==> src/rtl/pmu_pkg.sv <==
// Shared defaults and types for the multi-channel power manager.
package pmu_pkg;

  localparam int NUM_CH_DEF    = 3;
  localparam int DIV_W_DEF     = 8;
  localparam int CH_W_DEF      = 2;
  localparam int RESET_DIV_DEF = 1;

  typedef logic [DIV_W_DEF-1:0] div_t;

endpackage

==> src/rtl/pmu_div_channel.sv <==
// One divided-clock channel: counter, active/new divisor, pending flag and
// the glitch-free apply rule (new divisors only land on a falling boundary,
// or immediately when the channel is stopped).
module pmu_div_channel
  import pmu_pkg::*;
#(
  parameter int DIV_W     = DIV_W_DEF,
  parameter int RESET_DIV = RESET_DIV_DEF
) (
  input  logic             clk,
  input  logic             reset,
  input  logic             load_en,
  input  logic [DIV_W-1:0] load_div,
  output logic             clk_o,
  output logic             pending_o,
  output logic             running_o
);

  localparam logic [DIV_W-1:0] DIV_ONE  = DIV_W'(1);
  localparam logic [DIV_W-1:0] DIV_RST  = DIV_W'(RESET_DIV);

  logic [DIV_W-1:0] cnt_q, cnt_d;
  logic [DIV_W-1:0] cur_div_q, cur_div_d;
  logic [DIV_W-1:0] new_div_q, new_div_d;
  logic             pending_q, pending_d;
  logic             clk_q, clk_d;
  logic             running_q;
  logic             wrap;
  logic             stopped;

  // Next-state: apply a pending divisor at a falling boundary (or at once when
  // stopped), otherwise run the divider; a new load only arrives when idle.
  always_comb begin
    cnt_d     = cnt_q;
    cur_div_d = cur_div_q;
    new_div_d = new_div_q;
    pending_d = pending_q;
    clk_d     = clk_q;
    stopped   = (cur_div_q == '0);
    wrap      = !stopped && (cnt_q == (cur_div_q - DIV_ONE));

    if (pending_q && (stopped || (wrap && clk_q))) begin
      // New divisor always begins on a fresh low half.
      cur_div_d = new_div_q;
      cnt_d     = '0;
      clk_d     = 1'b0;
      pending_d = 1'b0;
    end else if (stopped) begin
      cnt_d = '0;
      clk_d = 1'b0;
    end else if (wrap) begin
      cnt_d = '0;
      clk_d = ~clk_q;
    end else begin
      cnt_d = cnt_q + DIV_ONE;
    end

    if (load_en) begin
      new_div_d = load_div;
      pending_d = 1'b1;
    end
  end

  // State register with synchronous active-low reset back to RESET_DIV.
  always_ff @(posedge clk) begin
    if (!reset) begin
      cnt_q     <= '0;
      cur_div_q <= DIV_RST;
      new_div_q <= '0;
      pending_q <= 1'b0;
      clk_q     <= 1'b0;
      running_q <= (DIV_RST != '0);
    end else begin
      cnt_q     <= cnt_d;
      cur_div_q <= cur_div_d;
      new_div_q <= new_div_d;
      pending_q <= pending_d;
      clk_q     <= clk_d;
      running_q <= (cur_div_d != '0);
    end
  end

  assign clk_o     = clk_q;
  assign pending_o = pending_q;
  assign running_o = running_q;

endmodule

==> src/rtl/power_manager_multi.sv <==
// NUM_CH programmable clock dividers behind a valid/ready change port with
// per-channel pending registers and a broadcast mode.
module power_manager_multi
  import pmu_pkg::*;
#(
  parameter int NUM_CH    = NUM_CH_DEF,
  parameter int DIV_W     = DIV_W_DEF,
  parameter int CH_W      = CH_W_DEF,
  parameter int RESET_DIV = RESET_DIV_DEF
) (
  input  logic              clk,
  input  logic              reset,
  input  logic              change_valid,
  output logic              change_ready,
  input  logic              change_bcast,
  input  logic [CH_W-1:0]   change_ch,
  input  logic [DIV_W-1:0]  change_div,
  output logic [NUM_CH-1:0] clock_out,
  output logic [NUM_CH-1:0] pending,
  output logic [NUM_CH-1:0] running
);

  logic [NUM_CH-1:0] sel;
  logic [NUM_CH-1:0] load_en;
  logic              ch_in_range;
  logic              accept;

  // Request decode: a target is ready only when every selected channel is
  // idle; an out-of-range channel index is never ready.
  always_comb begin
    ch_in_range  = ({1'b0, change_ch} < (CH_W+1)'(NUM_CH));
    change_ready = (change_bcast || ch_in_range) && ((sel & pending) == '0);
    accept       = change_valid && change_ready;
    load_en      = sel & {NUM_CH{accept}};
  end

  genvar gi;
  generate
    for (gi = 0; gi < NUM_CH; gi++) begin : g_ch
      assign sel[gi] = change_bcast || (change_ch == CH_W'(gi));

      pmu_div_channel #(
        .DIV_W     (DIV_W),
        .RESET_DIV (RESET_DIV)
      ) u_ch (
        .clk       (clk),
        .reset     (reset),
        .load_en   (load_en[gi]),
        .load_div  (change_div),
        .clk_o     (clock_out[gi]),
        .pending_o (pending[gi]),
        .running_o (running[gi])
      );
    end
  endgenerate

endmodule

==> config.mk <==
export PLATFORM = sky130hd
export DESIGN_NAME = power_manager_multi
export DESIGN_NICKNAME = d
export VERILOG_FILES = /design/src/rtl/pmu_pkg.sv /design/src/rtl/pmu_div_channel.sv /design/src/rtl/power_manager_multi.sv
export SDC_FILE = /design/constraint.sdc
export NUM_CORES = 1
export LEC_CHECK = 0
export ABC_AREA = 1
export BUFFER_PORTS_ARGS = -buffer_cell sky130_fd_sc_hd__buf_2
export CORE_ASPECT_RATIO = 0.7
export CORE_MARGIN = 3
export CORE_UTILIZATION = 23
export CTS_BUF_LIST = sky130_fd_sc_hd__clkbuf_8
export DETAILED_ROUTE_END_ITERATION = 7
export GPL_TIMING_DRIVEN = 0
export PLACE_DENSITY_LB_ADDON = 0.12
export SLEW_MARGIN = 20
export SYNTH_ARGS = -nofsm -noshare
export SYNTH_HDL_FRONTEND = slang
export SYNTH_SLANG_ARGS = --single-unit
==> constraint.sdc <==
create_clock -name clk -period 2.4 [get_ports clk]
set_input_delay 0.24 -clock clk [delete_from_list [all_inputs] [get_ports clk]]
set_output_delay 0.24 -clock clk [all_outputs]
set_load 0.02 [all_outputs]
; After elaboration in Yosys (flattened, before gate mapping)
; Index checks and enable logic that the tools add are counted.
[op_classes]
addsub = 6
n_lt_le_gt_ge = 1
n_eq_ne = 5
muxes = 9
bitwise = 6
n_reduce_logical = 38
[ops]
columns = op, n
row1 = adder 8 x 1 -> 8 bit (second input constant), 3
row2 = == test 8 bit, 3
row3 = logical NOT 8 bit, 3
row4 = 2-to-1 mux 8 bit, 3
row5 = nonzero test 8 bit, 3
row6 = subtractor 8 x 1 -> 8 bit (second input constant), 3
row7 = OR reduction 4 bit, 3
row8 = logical AND 1 bit, 11
row9 = OR reduction 3 bit, 3
row10 = logical OR 1 bit, 7
row11 = bitwise AND 3 bit, 2
row12 = 2-to-1 mux 1 bit, 6
row13 = nonzero test 2 bit, 3
row14 = NOT 1 bit, 4
row15 = logical NOT 1 bit, 3
row16 = logical NOT 3 bit, 1
row17 = == test 2 x 1 -> 1 bit (second input constant), 1
row18 = == test 2 bit (second input constant), 1
row19 = logical NOT 2 bit, 1
row20 = less-than comparator 2 bit (second input constant), 1
[totals]
regBits = 81
out_inout_bits = 10
word_cells = 83

; Longest topological paths before layout
; Gate-level depths: netlist of run 1.
[depth]
word_depth = 8
depth_mapped = 19

; Hierarchy
; Synthesis of run 1 repeated with hierarchy kept, for this count alone.
[hier_totals]
cells_unflattened = 581
area_unflattened_um2 = 4098.9
[by_module_without_submodules]
columns = mod, n_inst, cells_per_inst, area_per_inst_um2
row1 = pmu_div_channel, 3, 187, 1330.0
row2 = power_manager_multi, 1, 20, 108.9

; Least setup slack after synthesis of run 1
; OpenSTA, ideal clock, no wires.
[synth_timing]
path_kind = flip-flop to flip-flop
from = register g_ch[0].u_ch.pending_q
to = register g_ch[1].u_ch.new_div_q[6]
t_arrival_ns = 1.925
setup_slack_ns = 0.355
path_stages_with_launch = 9
n_path_buf = 2
synth_period_minus_slack_ns = 2.045
path_cell_list = dfxtp_1 -> clkbuf_1 -> a221oi_1 -> nand2_1 -> nor2_1 -> inv_1 -> buf_2 -> o21ai_0 -> a21oi_1
[synth_between]
elab_chain_len = 5
[synth_lines]
columns = element, line_no
row1 = from (decl), pmu_div_channel.sv:25  ; logic pending_q, pending_d;
row2 = from (signal assigned), pmu_div_channel.sv:77  ; pending_q <= pending_d;
row3 = bitwise AND 3 bit, power_manager_multi.sv:32  ; change_ready = (change_bcast || ch_in_range) && ((sel & pending) == '0);
row4 = logical NOT 3 bit, power_manager_multi.sv:32
row5 = logical AND 1 bit, power_manager_multi.sv:32
row6 = named net change_ready, power_manager_multi.sv:14  ; output logic change_ready,
row7 = logical AND 1 bit, power_manager_multi.sv:33  ; accept = change_valid && change_ready;
row8 = bitwise AND 3 bit, power_manager_multi.sv:34  ; load_en = sel & {NUM_CH{accept}};
row9 = to (signal assigned), pmu_div_channel.sv:76  ; new_div_q <= new_div_d;
row10 = to (decl), pmu_div_channel.sv:24  ; logic [DIV_W-1:0] new_div_q, new_div_d;
; The timed path passes the listed nets, and every way through them passes these cells.
; A chain may end at the register's enable or synchronous reset.

; Final worst setup path of run 1
[layout_timing]
from = register g_ch[0].u_ch.cur_div_q[0]
to = register g_ch[0].u_ch.running_q
[layout_between]
elab_chain_len = 8
[layout_lines]
columns = element, line_no
row1 = from (decl), pmu_div_channel.sv:23  ; logic [DIV_W-1:0] cur_div_q, cur_div_d;
row2 = from (signal assigned), pmu_div_channel.sv:75  ; cur_div_q <= cur_div_d;
row3 = subtractor 8 x 1 -> 8 bit / logical NOT 8 bit (equally long branches), "pmu_div_channel.sv:40, pmu_div_channel.sv:39"
row4 = == test 8 bit / logical NOT 1 bit (equally long branches), pmu_div_channel.sv:40  ; wrap = !stopped && (cnt_q == (cur_div_q - DIV_ONE));
row5 = logical AND 1 bit, pmu_div_channel.sv:40
row6 = logical AND 1 bit, pmu_div_channel.sv:42  ; if (pending_q && (stopped || (wrap && clk_q))) begin
row7 = logical OR 1 bit, pmu_div_channel.sv:42
row8 = logical AND 1 bit, pmu_div_channel.sv:42
row9 = 2-to-1 mux 8 bit (*), pmu_div_channel.sv:42
row10 = nonzero test 8 bit (*), pmu_div_channel.sv:79  ; running_q <= (cur_div_d != '0);
row11 = to (signal assigned), pmu_div_channel.sv:72  ; running_q <= (DIV_RST != '0);
row12 = to (signal assigned), pmu_div_channel.sv:79
row13 = to (decl), pmu_div_channel.sv:27  ; logic running_q;
; Mark *: on every way between the ends. The rest lies on a longest branch, timed or not.

==> impl_metrics.csv, run 1 <==
group,metric,value,unit
critical_path,cp_common_cell,"nand2_1",
routing,drt_iter0_drc,180,
yosys,yosys.area_share.xor_xnor,3.81,%
yosys,synth-simple-area-share,36.6,%
critical_path,cp_slowest_cell,"dfxtp_4",
global_route,grt_pass1_vias,3386,
yosys,synth_seq_cells,81,
cells_and_area,drive_gt1_share,17.0,%
critical_path,r2r_start,"g_ch[0].u_ch.cur_div_q[0]",
clock_network,hold_buffers,0,
yosys,yosys.cell_types.count,33,
global_route,grt_pass1_wl,17500,µm
floorplan,coreArea,17400,µm²
critical_path,crit_start,"g_ch[0].u_ch.cur_div_q[0]",
critical_path,crit_fanout,9,
clock_network,clkLatencyLatePin,0.36,ns
power_and_ir_drop,p_leak,2.25,nW
sta,fin_crit,2.24,ns
floorplan,dieArea,19700,µm²
sta,slew_viol_final,0,
place,place.gp.congestion,0.765,
yosys,syn_area_per_cell,6.67,µm²
place,dpl_worst_slack,-0.0276,ns
sta,setup_ws,0.156,ns
critical_path,path_buf_inv,2,
routing,routed-via-count,3711,
yosys,syn_inst,620,
yosys,synth_edf_count,0,
critical_path,cp-start-kind,"register",
global_route,grt_busiest_layer,"met1",
yosys,synth_fp_nets,640,
yosys,synth_commonest_cells,"nand2_1, nor2_1, inv_1",
yosys,synth_top_area_share,39.2,%
sta,finalHoldViolations,0,
yosys,synth_top_family_by_area,"simple AND/OR/NAND/NOR gates",
power_and_ir_drop,powerDensity,914,nW/µm²
sta,finalSetupViolations,0,
yosys,syn-cell-area,4140,µm²
yosys,synth_fa_ha_area_share,1.82,%
critical_path,reg2regPathDepth,17,
routing,drc,0,
yosys,synthTopCellsByArea,"dfxtp_1, nand2_1, nor2_1, inv_1, nand3_1",
cells_and_area,final_cells,900,
floorplan,ioPinCount,24,
clock_network,clock_sinks,81,
routing,drtAntennaViolNets,0,
yosys,synth.area.mux_share,0,%
global_route,grt_util_met2,16.1,%
yosys,synth_warnings,0,
place,dp_cells,874,
sta,slew_headroom,56.9,%
critical_path,cp-endpoint,"g_ch[0].u_ch.running_o",
global_route,antenna_found_initial,0,
power_and_ir_drop,p_comb_share,43.3,%
floorplan,die_x,166,µm
clock_network,cts_made_buffers,9,
critical_path,crit_type,"register to register",
clock_network,cts_tree,"built",
cells_and_area,syn2layout_area_growth,19.0,%
clock_network,path_clk_slew,0.09,ns
critical_path,endpoint_kind,"register",
critical_path,cp_top_family,"simple AND/OR/NAND/NOR gates",
sta,rsz0062_at_grt,"yes",
floorplan,num_rows,40,
sta,hold_ws,0.176,ns
cells_and_area,layout.nets,686,
clock_network,cts_max_path_buffers,2,
clock_network,root_buffer,"clkbuf_8",
routing,wl_per_cell,12.3,µm
power_and_ir_drop,p_int,0.00261,W
sta,period_share,93.5,%
routing,detail_route.vias_per_cell,4.12,
critical_path,crit_chain,"inv_4 > ha_4 > inv_2 > nand2_1 > nand2_1 > nor2_1 > nand2_1 > nor2_2 > nand3_2 > nor2_2 > nand3_2 > nand2_4 > nand2_8 > nand2_2 > o21ai_1 > nor2_1 > nand3_1",
global_route,track_usage,11.0,%
floorplan,fp.dieH,118,µm
critical_path,cp.depth,17,
outcome,outcome,"finished, final reports clean",
critical_path,worst-endpoint-arrival,2.47,ns
critical_path,cpPeakStageDelay,0.38,ns
place,io_buffers,23,
sta,skew,0.0128,ns
sta,max_freq,446,MHz
flow_run,cap_violations,0,
global_route,grt_max_degree,14,
yosys,async_flop_share,0,%
power_and_ir_drop,switching_share,42.0,%
yosys,synth_ff_type,"dfxtp_1",
hold_path,hp-class,"input pin to register",
critical_path,rrSetupSlack,0.16,ns
routing,routed_wl,11000,µm
power_and_ir_drop,pwr-share-clk,19.7,%
yosys,yosysSeqAreaShare,39.2,%
global_route,grt-ovfl-total,0,
routing,first_pass_iters,5,
cells_and_area,diodes,0,
yosys,synth_compound_area_share,7.75,%
clock_network,h-tree-depth,3,
critical_path,worstPathRequired,2.63,ns
global_route,grt_use_met3,2.77,%
floorplan,start_util,23.8,%
yosys,synth.most_common_cell,"nand2_1",
global_route,gr-usage-met1,16.4,%
power_and_ir_drop,pwr-share-seq,37.0,%
power_and_ir_drop,ir_drop,0.261,mV
power_and_ir_drop,p_switching,0.00189,W
yosys,yosysTopAreaCell,"dfxtp_1",
sta,tightest_slew,0.646,ns
place,hpwl,8380,µm
critical_path,reg2reg_to,"g_ch[0].u_ch.running_o",
power by group through the flow:
stage	clock network (W)	logic, W	registers [W]
after floorplan	0	0.00129	0.00165
after global placement	0	0.00168	0.00169
after detailed placement	0	0.00168	0.00169
after CTS	0.000936	0.00171	0.00166
after global routing	0.000977	0.00223	0.00169
final	0.000886	0.00195	0.00167
tightest hold or removal path, stage by stage:
cell    delay, ns
buf_2        0.12
nor2_1       0.05
nor2_1       0.09
placed cells by master (no fill, tap or decap), types with 2 or more instances in the layout:
| cell | count |
|---|---|
| ha_4 | 2 |
| clkbuf_1 | 8 |
| nand3_2 | 9 |
| nor3b_1 | 5 |
| o21ai_0 | 30 |
| nand3b_1 | 10 |
| xnor2_1 | 2 |
| nand2_1 | 152 |
| nand2_8 | 2 |
| nand2_2 | 4 |
| clkbuf_8 | 9 |
| nand4_1 | 2 |
| dfxtp_2 | 3 |
| nor2_1 | 100 |
| a21oi_1 | 20 |
| clkinvlp_4 | 2 |
| nand3_1 | 34 |
| dfxtp_1 | 76 |
| o21ai_2 | 3 |
| buf_4 | 20 |
| ha_1 | 4 |
| nor2_2 | 12 |
| clkinv_2 | 2 |
| o21ai_1 | 4 |
| nor4_1 | 3 |
| dfxtp_4 | 2 |
| nor3_1 | 8 |
| xor2_1 | 15 |
| nand2_4 | 4 |
| buf_2 | 26 |
| inv_1 | 77 |
| inv_2 | 7 |
| nor2_4 | 2 |
cell families after synthesis:
kind of cell / Yosys count
adder cells (fa/ha/maj): 6
flip-flops: 81
buffers and inverters: 107
AO/OA/AOI/OAI: 60
AND/OR/NAND/NOR: 348
XOR/XNOR: 18
state kept, by name, summed over array words and instances (netlist names):
register	flops
g_ch.u_ch.pending_o	3
g_ch.u_ch.new_div_q	24
g_ch.u_ch.cur_div_q	24
g_ch.u_ch.clk_o	3
g_ch.u_ch.cnt_q	24
g_ch.u_ch.running_o	3
cell type report:
type                            count  area, µm²
Clock buffer                        9        124
Tap cell                          231        289
Inverter                           86        325
Timing Repair Buffer               34        198
Fill cell                        1923      12400
Multi-Input combinational cell    433       2200
Buffer                             21        124
Sequential cell                    81       1630
Clock inverter                      5       33.8
layer usage:
layer	vias up	share of wire, %
met2	35	43
li1	2011	-
met4	0	0.62
met3	5	2.6
met1	1660	54
met5	-	0
per-stage QoR:
step	setup TNS (ns)	utilization, %	total power [W]	instance area [µm²]
6_report	0	28.3	0.00450	4920
5_1_grt	-0.0389	28.3	0.00490	4920
3_5_place_dp	-0.0495	26.1	0.00338	4540
2_1_floorplan	0	-	0.00294	4140
4_1_cts	0	27.1	0.00431	4710
3_3_place_gp	-0.0332	26.1	0.00337	4540
how the worst min path moves through the flow:
stage / cells after the start / start / endpoint / slack (ns)
final: 3 / change_div[7] / g_ch[1].u_ch.new_div_q[7] / 0.18
after global routing: 3 / change_div[7] / g_ch[1].u_ch.new_div_q[7] / 0.18
after CTS: 3 / change_div[7] / g_ch[1].u_ch.new_div_q[7] / 0.17
after detailed placement: 2 / g_ch[1].u_ch.new_div_q[0] / g_ch[1].u_ch.new_div_q[0] / 0.45
after global placement: 2 / g_ch[1].u_ch.new_div_q[0] / g_ch[1].u_ch.new_div_q[0] / 0.44
after floorplan: 2 / change_div[7] / g_ch[1].u_ch.new_div_q[7] / 0.37
what timing repair did:
| item | CTS | global route |
|---|---|---|
| endpoints found under the hold margin | 0 | 0 |
| gates cloned | 0 | 1 |
| pin swaps | 0 | 18 |
| setup buffers | 0 | 11 |
| resized for setup | 3 | 37 |
| endpoints found under the setup margin | 3 | 28 |
Power figures use the tool's default switching activity.
==> run 2: changes to the inputs <==
--- a/config.mk
+++ b/config.mk
@@ -17,4 +17,5 @@
 export SLEW_MARGIN = 20
 export SYNTH_ARGS = -nofsm -noshare
 export SYNTH_HDL_FRONTEND = slang
+export SYNTH_HIERARCHICAL = 1
 export SYNTH_SLANG_ARGS = --single-unit
==> run 2 against run 1 <==
Net effect:
- non-clock buffer count is 22 lower
- worst setup slack got worse by 0.0028 ns
- critical path depth down 1
- via count fell by 4.1%
- area after synthesis shrank 0.88%
- clock skew fell by 0.0024 ns
- worst hold slack better by 0.0035 ns
- clock-buffer cell count stayed put
- critical path type unchanged
- critical endpoint is now g_ch[0].u_ch/running_o
==> impl_metrics.csv, run 2 <==
group,metric,value,unit
cells_and_area,layout.nets,636,
clock_network,hold_buffers,0,
hold_path,hp-class,"input pin to register",
power_and_ir_drop,p_comb_share,37.6,%
yosys,synth_compound_area_share,7.14,%
power_and_ir_drop,p_switching,0.00176,W
yosys,syn-cell-area,4100,µm²
yosys,syn_inst,581,
sta,setup_ws,0.153,ns
critical_path,rrSetupSlack,0.15,ns
power_and_ir_drop,p_int,0.00256,W
sta,fin_crit,2.25,ns
clock_network,cts_tree,"built",
global_route,grt_pass1_wl,17600,µm
floorplan,start_util,23.7,%
cells_and_area,final_cells,852,
yosys,synth_ff_type,"dfxtp_1",
flow_run,cap_violations,0,
global_route,grt_max_degree,16,
outcome,outcome,"finished, final reports clean",
cells_and_area,layout_common_cells,"nand2_1, nor2_1, dfxtp_1, inv_1, nand3_1",
place,post_dp_cell_area,4500,µm²
yosys,yosys.area_share.xor_xnor,5.77,%
critical_path,crit_start,"g_ch[0].u_ch/cur_div_q[0]",
power_and_ir_drop,powerDensity,914,nW/µm²
global_route,grt_pass1_vias,3365,
cells_and_area,final_common_cell,"nand2_1",
clock_network,cts_made_buffers,9,
cells_and_area,diodes,0,
critical_path,reg2reg_to,"g_ch[0].u_ch/running_o",
power_and_ir_drop,pwr-share-seq,38.2,%
critical_path,endpoint_kind,"register",
yosys,synth.most_common_cell,"nand2_1",
critical_path,cp-start-kind,"register",
yosys,synth_top_area_share,39.6,%
yosys,syn_area_per_cell,7.05,µm²
yosys,synth.area.mux_share,0,%
clock_network,cts_max_path_buffers,2,
sta,slew_headroom,66.1,%
sta,max_freq,445,MHz
clock_network,path_clk_slew,0.09,ns
sta,finalSetupViolations,0,
yosys,synth-simple-area-share,37.4,%
critical_path,crit_fanout,8,
sta,finalHoldViolations,0,
floorplan,dieArea,19500,µm²
hold_path,worstHoldStart,"change_div[1]",
yosys,synth_commonest_cells,"nand2_1, nor2_1, dfxtp_1",
cells_and_area,fillers,1953,
critical_path,worst-endpoint-arrival,2.50,ns
routing,drtAntennaViolNets,0,
global_route,grt-ovfl-total,0,
yosys,async_flop_share,0,%
critical_path,reg2regPathDepth,16,
yosys,synthTopCellsByArea,"dfxtp_1, nand2_1, nor2_1, inv_1, nand3_1",
floorplan,fp.dieH,118,µm
routing,routed_wl,10600,µm
floorplan,num_rows,40,
routing,first_pass_iters,4,
place,hpwl,8260,µm
routing,routed-via-count,3557,
clock_network,h-tree-depth,3,
yosys,synth_fp_nets,601,
cells_and_area,top_regs,"g_ch.u_ch/cnt_q x24, g_ch.u_ch/cur_div_q x24, g_ch.u_ch/new_div_q x24",
power_and_ir_drop,finalPower,0.00432,W
sta,skew,0.0104,ns
power_and_ir_drop,p_leak,2.20,nW
yosys,synth_warnings,6,
global_route,track_usage,11.6,%
critical_path,r2r_start,"g_ch[0].u_ch/cur_div_q[0]",
place,place.gp.congestion,0.785,
floorplan,ioPinCount,24,
critical_path,worstPathRequired,2.65,ns
critical_path,cp-endpoint,"g_ch[0].u_ch/running_o",
sta,tightest_slew,0.509,ns
power_and_ir_drop,ir_drop,0.243,mV
floorplan,die_x,166,µm
power_and_ir_drop,switching_share,40.7,%
place,dpl_worst_slack,0.0513,ns
sta,rsz0062_at_grt,"yes",
yosys,yosysSeqAreaShare,39.6,%
yosys,synth_top_family_by_area,"simple AND/OR/NAND/NOR gates",
place,dp_cells,835,
sta,period_share,93.6,%
cells_and_area,final_core_util,27.3,%
routing,detail_route.vias_per_cell,4.17,
yosys,synth_edf_count,0,
routing,drt_iter0_drc,164,
yosys,synth_seq_cells,81,
yosys,yosysTopAreaCell,"dfxtp_1",
routing,wl_per_cell,12.4,µm
cells_and_area,syn2layout_area_growth,15.4,%
floorplan,coreArea,17300,µm²
sta,slew_viol_final,0,
clock_network,clkLatencyLatePin,0.37,ns
critical_path,crit_type,"register to register",
cells_and_area,design_area,4730,µm²
global_route,antenna_found_initial,0,
yosys,synth_fa_ha_area_share,1.83,%
routing,drc,0,
yosys,yosys.cell_types.count,29,
place,io_buffers,23,
clock_network,clock_sinks,81,
cells_and_area,drive_gt1_share,15.3,%
power_and_ir_drop,pwr-share-clk,24.2,%
clock_network,root_buffer,"clkbuf_8",
==> run 2: per-stage QoR <==
stage	hold slack (ns)	setup TNS [ns]
after detailed placement	0.461	0
final	0.180	0
after global routing	0.168	-0.0200
after floorplan	0.375	0
after global placement	0.451	0
after CTS	0.165	0
==> run 2: repair_timing <==
item | CTS | global route
buffers inserted | 0 | 1
setup endpoints to repair | 0 | 4
resized for setup | 0 | 8
==> run 2: worst min-delay path by stage <==
stage,endpoint,cells after the start
after detailed placement,g_ch[1].u_ch/new_div_q[7],2
after CTS,g_ch[1].u_ch/new_div_q[3],3
after global routing,g_ch[0].u_ch/new_div_q[1],3
after floorplan,g_ch[0].u_ch/new_div_q[1],2
after global placement,g_ch[0].u_ch/new_div_q[6],2
final,g_ch[0].u_ch/new_div_q[1],3
==> run 2: cell type report <==
type | count | area [µm²] | area share, %
plain buffers | 9 | 45.0 | 0.952
clock inverters | 7 | 78.8 | 1.67
inverters | 79 | 297 | 6.27
multi-input cells | 412 | 2140 | 45.3
well taps | 231 | 289 | 6.11
clock buffers | 9 | 124 | 2.62
flip-flops and latches | 81 | 1630 | 34.5
repair buffers | 24 | 123 | 2.59
==> run 2: cell families (layout without fill, tap and decap cells) <==
group                      Yosys count  count (layout)
and+or+nand+nor                    322             322
buffers and inverters               88             128
DFF                                 81              81
adders and majority gates            6               6
AOI/OAI and AO/OA                   57              57
xor gates and xnor gates            27              27
==> run 2: power by group through the flow <==
stage,registers [W],clock network [W],logic (W)
floorplan,0.00169,0,0.00119
global placement,0.00168,0,0.00159
detailed placement,0.00169,0,0.00161
CTS,0.00166,0.00110,0.00162
global route,0.00168,0.00115,0.00185
finish,0.00165,0.00104,0.00163
==> run 2: worst max-delay path, cell delays in order, from the launching register on <==
cell,delay (ns)
dfxtp_4,0.40
inv_2,0.05
ha_1,0.32
nand2_1,0.08
inv_1,0.04
nor2_1,0.07
nand2_1,0.07
nor2_2,0.13
nand3_2,0.10
nor2_4,0.11
nand3_2,0.10
nand2_4,0.14
nand3_1,0.10
nand2_1,0.10
nand2_1,0.06
nor2_1,0.16
nand3_1,0.10
==> run 2: routing by layer <==
layer	wire (µm)	up-vias	part of all wire [%]	global-route usage, %
li1	-	1904	-	-
met1	5910	1580	56	18.0
met2	4150	59	39	15.6
met3	384	14	3.6	2.81
met4	145	0	1.4	3.12
met5	0	-	0	0
==> run 3: changes to the inputs <==
--- a/config.mk
+++ b/config.mk
@@ -14,6 +14,8 @@
 export DETAILED_ROUTE_END_ITERATION = 7
 export GPL_TIMING_DRIVEN = 0
 export PLACE_DENSITY_LB_ADDON = 0.12
+export RECOVER_POWER = 50
+export REMOVE_ABC_BUFFERS = 1
 export SLEW_MARGIN = 20
 export SYNTH_ARGS = -nofsm -noshare
 export SYNTH_HDL_FRONTEND = slang
==> run 3 against run 2 <==
Net effect:
- via count shrank 2.9%
- sequential power is essentially flat
- flip-flop and latch count is the same
- non-clock buffer count shrank 9
- clock power shrank 5%
- worst setup slack gained 0.086 ns
- highest routed layer unchanged
==> impl_metrics.csv, run 3 (synthesis results as in run 2) <==
group,metric,value,unit
sta,period_share,90.1,%
sta,finalSetupViolations,0,
global_route,grt_max_degree,34,
hold_path,min_delay_path_depth,3,
critical_path,crit_fanout,10,
outcome,outcome,"finished, final reports clean",
clock_network,path_clk_slew,0.08,ns
critical_path,cp-start-kind,"register",
floorplan,ioPinCount,24,
critical_path,worst-endpoint-arrival,2.40,ns
critical_path,r2r_start,"g_ch[0].u_ch/cur_div_q[0]",
cells_and_area,diodes,0,
cells_and_area,syn2layout_area_growth,13.4,%
critical_path,cp_top_family,"simple AND/OR/NAND/NOR gates",
power_and_ir_drop,p_leak,2.15,nW
power_and_ir_drop,p_switching,0.00167,W
power_and_ir_drop,p_comb_share,36.8,%
clock_network,cts_tree,"built",
critical_path,crit_type,"register to register",
routing,routed_wl,10000,µm
global_route,track_usage,11.2,%
clock_network,root_buffer,"clkbuf_8",
place,hpwl,7700,µm
clock_network,h-tree-depth,3,
routing,drt_iter0_drc,221,
critical_path,cp_common_cell,"nand2_1",
sta,fin_setup_tns,0,ns
clock_network,clkLatencyLatePin,0.36,ns
floorplan,num_rows,40,
cells_and_area,final_common_cell,"nand2_1",
floorplan,start_util,23.7,%
floorplan,dieArea,19500,µm²
clock_network,cts_made_buffers,9,
place,place.gp.congestion,0.803,
critical_path,crit_chain,"inv_2 > ha_1 > nand2_1 > inv_1 > nor2_1 > nand2_1 > nor2_2 > nand3_2 > nor2_4 > nand3_2 > nand2_4 > nand2_4 > nand2_1 > o21ai_1 > nor2_1 > nand3_1",
power_and_ir_drop,ir_drop,0.320,mV
sta,finalHoldViolations,0,
global_route,grt_pass1_wl,17100,µm
routing,wl_per_cell,11.9,µm
hold_path,hp-class,"input pin to register",
global_route,antenna_found_initial,0,
clock_network,cts_max_path_buffers,2,
critical_path,cpPeakStageDelay,0.37,ns
cells_and_area,layout_common_cells,"nand2_1, nor2_1, dfxtp_1, inv_1, nand3_1",
floorplan,die_x,166,µm
power_and_ir_drop,p_int,0.00254,W
cells_and_area,drive_gt1_share,12.9,%
power_and_ir_drop,powerDensity,906,nW/µm²
sta,tightest_slew,0.556,ns
cells_and_area,top_regs,"g_ch.u_ch/cnt_q x24, g_ch.u_ch/cur_div_q x24, g_ch.u_ch/new_div_q x24",
global_route,grt_pass1_vias,3375,
flow_run,cap_violations,0,
global_route,grt-ovfl-total,0,
critical_path,rrSetupSlack,0.24,ns
floorplan,coreArea,17300,µm²
critical_path,reg2regPathDepth,16,
critical_path,crit_start,"g_ch[0].u_ch/cur_div_q[0]",
critical_path,cp_slowest_cell,"dfxtp_2",
critical_path,endpoint_kind,"register",
cells_and_area,seqCellArea,1630,µm²
power_and_ir_drop,switching_share,39.6,%
critical_path,reg2reg_to,"g_ch[0].u_ch/running_o",
critical_path,cp.depth,16,
sta,rsz0062_at_grt,"no",
sta,fin_crit,2.16,ns
cells_and_area,multi_input_area,2140,µm²
routing,drtAntennaViolNets,0,
cells_and_area,layout.nets,627,
clock_network,clock_sinks,81,
hold_path,worstHoldStart,"change_div[5]",
routing,routed-via-count,3455,
floorplan,fp.dieH,118,µm
power_and_ir_drop,pwr-share-seq,39.6,%
sta,hold_ws,0.174,ns
critical_path,path_buf_inv,2,
place,io_buffers,23,
power_and_ir_drop,pwr-share-clk,23.6,%
routing,drc,0,
routing,detail_route.vias_per_cell,4.10,
sta,skew,0.00840,ns
cells_and_area,final_core_util,26.8,%
sta,slew_viol_final,0,
routing,first_pass_iters,4,
sta,max_freq,463,MHz
critical_path,cp-endpoint,"g_ch[0].u_ch/running_o",
cells_and_area,fillers,1970,
critical_path,worstPathRequired,2.64,ns
sta,slew_headroom,62.9,%
==> run 3: changes by cell type in the layout (fill, tap and decap cells not counted), moves of 2 or more <==
| cell | delta |
|---|---|
| clkinv_2 | +2 |
| dfxtp_2 | +2 |
| inv_1 | +2 |
| clkbuf_1 | +4 |
| buf_4 | -3 |
| buf_2 | -10 |
| inv_6 | -2 |
| dfxtp_4 | -2 |
==> run 3: worst min-delay path by stage <==
stage / to
2_1_floorplan: g_ch[0].u_ch/cur_div_q[6]
3_3_place_gp: g_ch[0].u_ch/new_div_q[7]
3_5_place_dp: g_ch[2].u_ch/new_div_q[7]
4_1_cts: g_ch[2].u_ch/new_div_q[5]
5_1_grt: g_ch[2].u_ch/new_div_q[1]
6_report: g_ch[2].u_ch/new_div_q[5]
==> run 3: what timing repair did <==
item	CTS	global route
hold endpoints to repair	0	0
hold buffers	0	0
setup buffers	0	1
resized for setup	0	7
endpoints found under the setup margin	0	5
==> run 3: power by group through the flow <==
stage                     Combinational, W  Sequential (W)  Clock, W
after global placement             0.00154         0.00169         0
after global routing               0.00179         0.00170   0.00112
final                              0.00155         0.00167  0.000993
after floorplan                    0.00116         0.00170         0
after CTS                          0.00157         0.00167   0.00106
after detailed placement           0.00156         0.00170         0
==> run 3: layout make-up <==
cell class | count | share of cell area [%]
multi-input cells | 412 | 46.0
clock buffers | 10 | 2.96
clock inverters | 6 | 1.10
flip-flops and latches | 81 | 35.0
inverters | 79 | 6.38
well taps | 231 | 6.22
repair buffers | 24 | 2.37
==> run 3: routing by layer <==
| metal | share of wire [%] | routed length (µm) | track usage [%] |
|---|---|---|---|
| met2 | 39 | 3940 | 15.1 |
| met4 | 0.98 | 98 | 2.49 |
| met3 | 4.1 | 407 | 3.69 |
| met5 | 0 | 0 | 0 |
| met1 | 56 | 5600 | 17.1 |
==> run 3: metrics by stage <==
stage	total power, W	cell area (µm²)	setup slack (ns)	cells
6_report	0.00421	4650	0.239	843
5_1_grt	0.00461	4650	0.00163	843
4_1_cts	0.00429	4650	0.136	842
3_5_place_dp	0.00325	4460	0.165	826
3_3_place_gp	0.00324	4460	0.162	826
2_1_floorplan	0.00286	4050	0.487	572
==> run 3: tightest hold or removal path, cell delays in order <==
cell	delay [ns]
buf_2	0.13
nor2_1	0.05
nor2_1	0.08
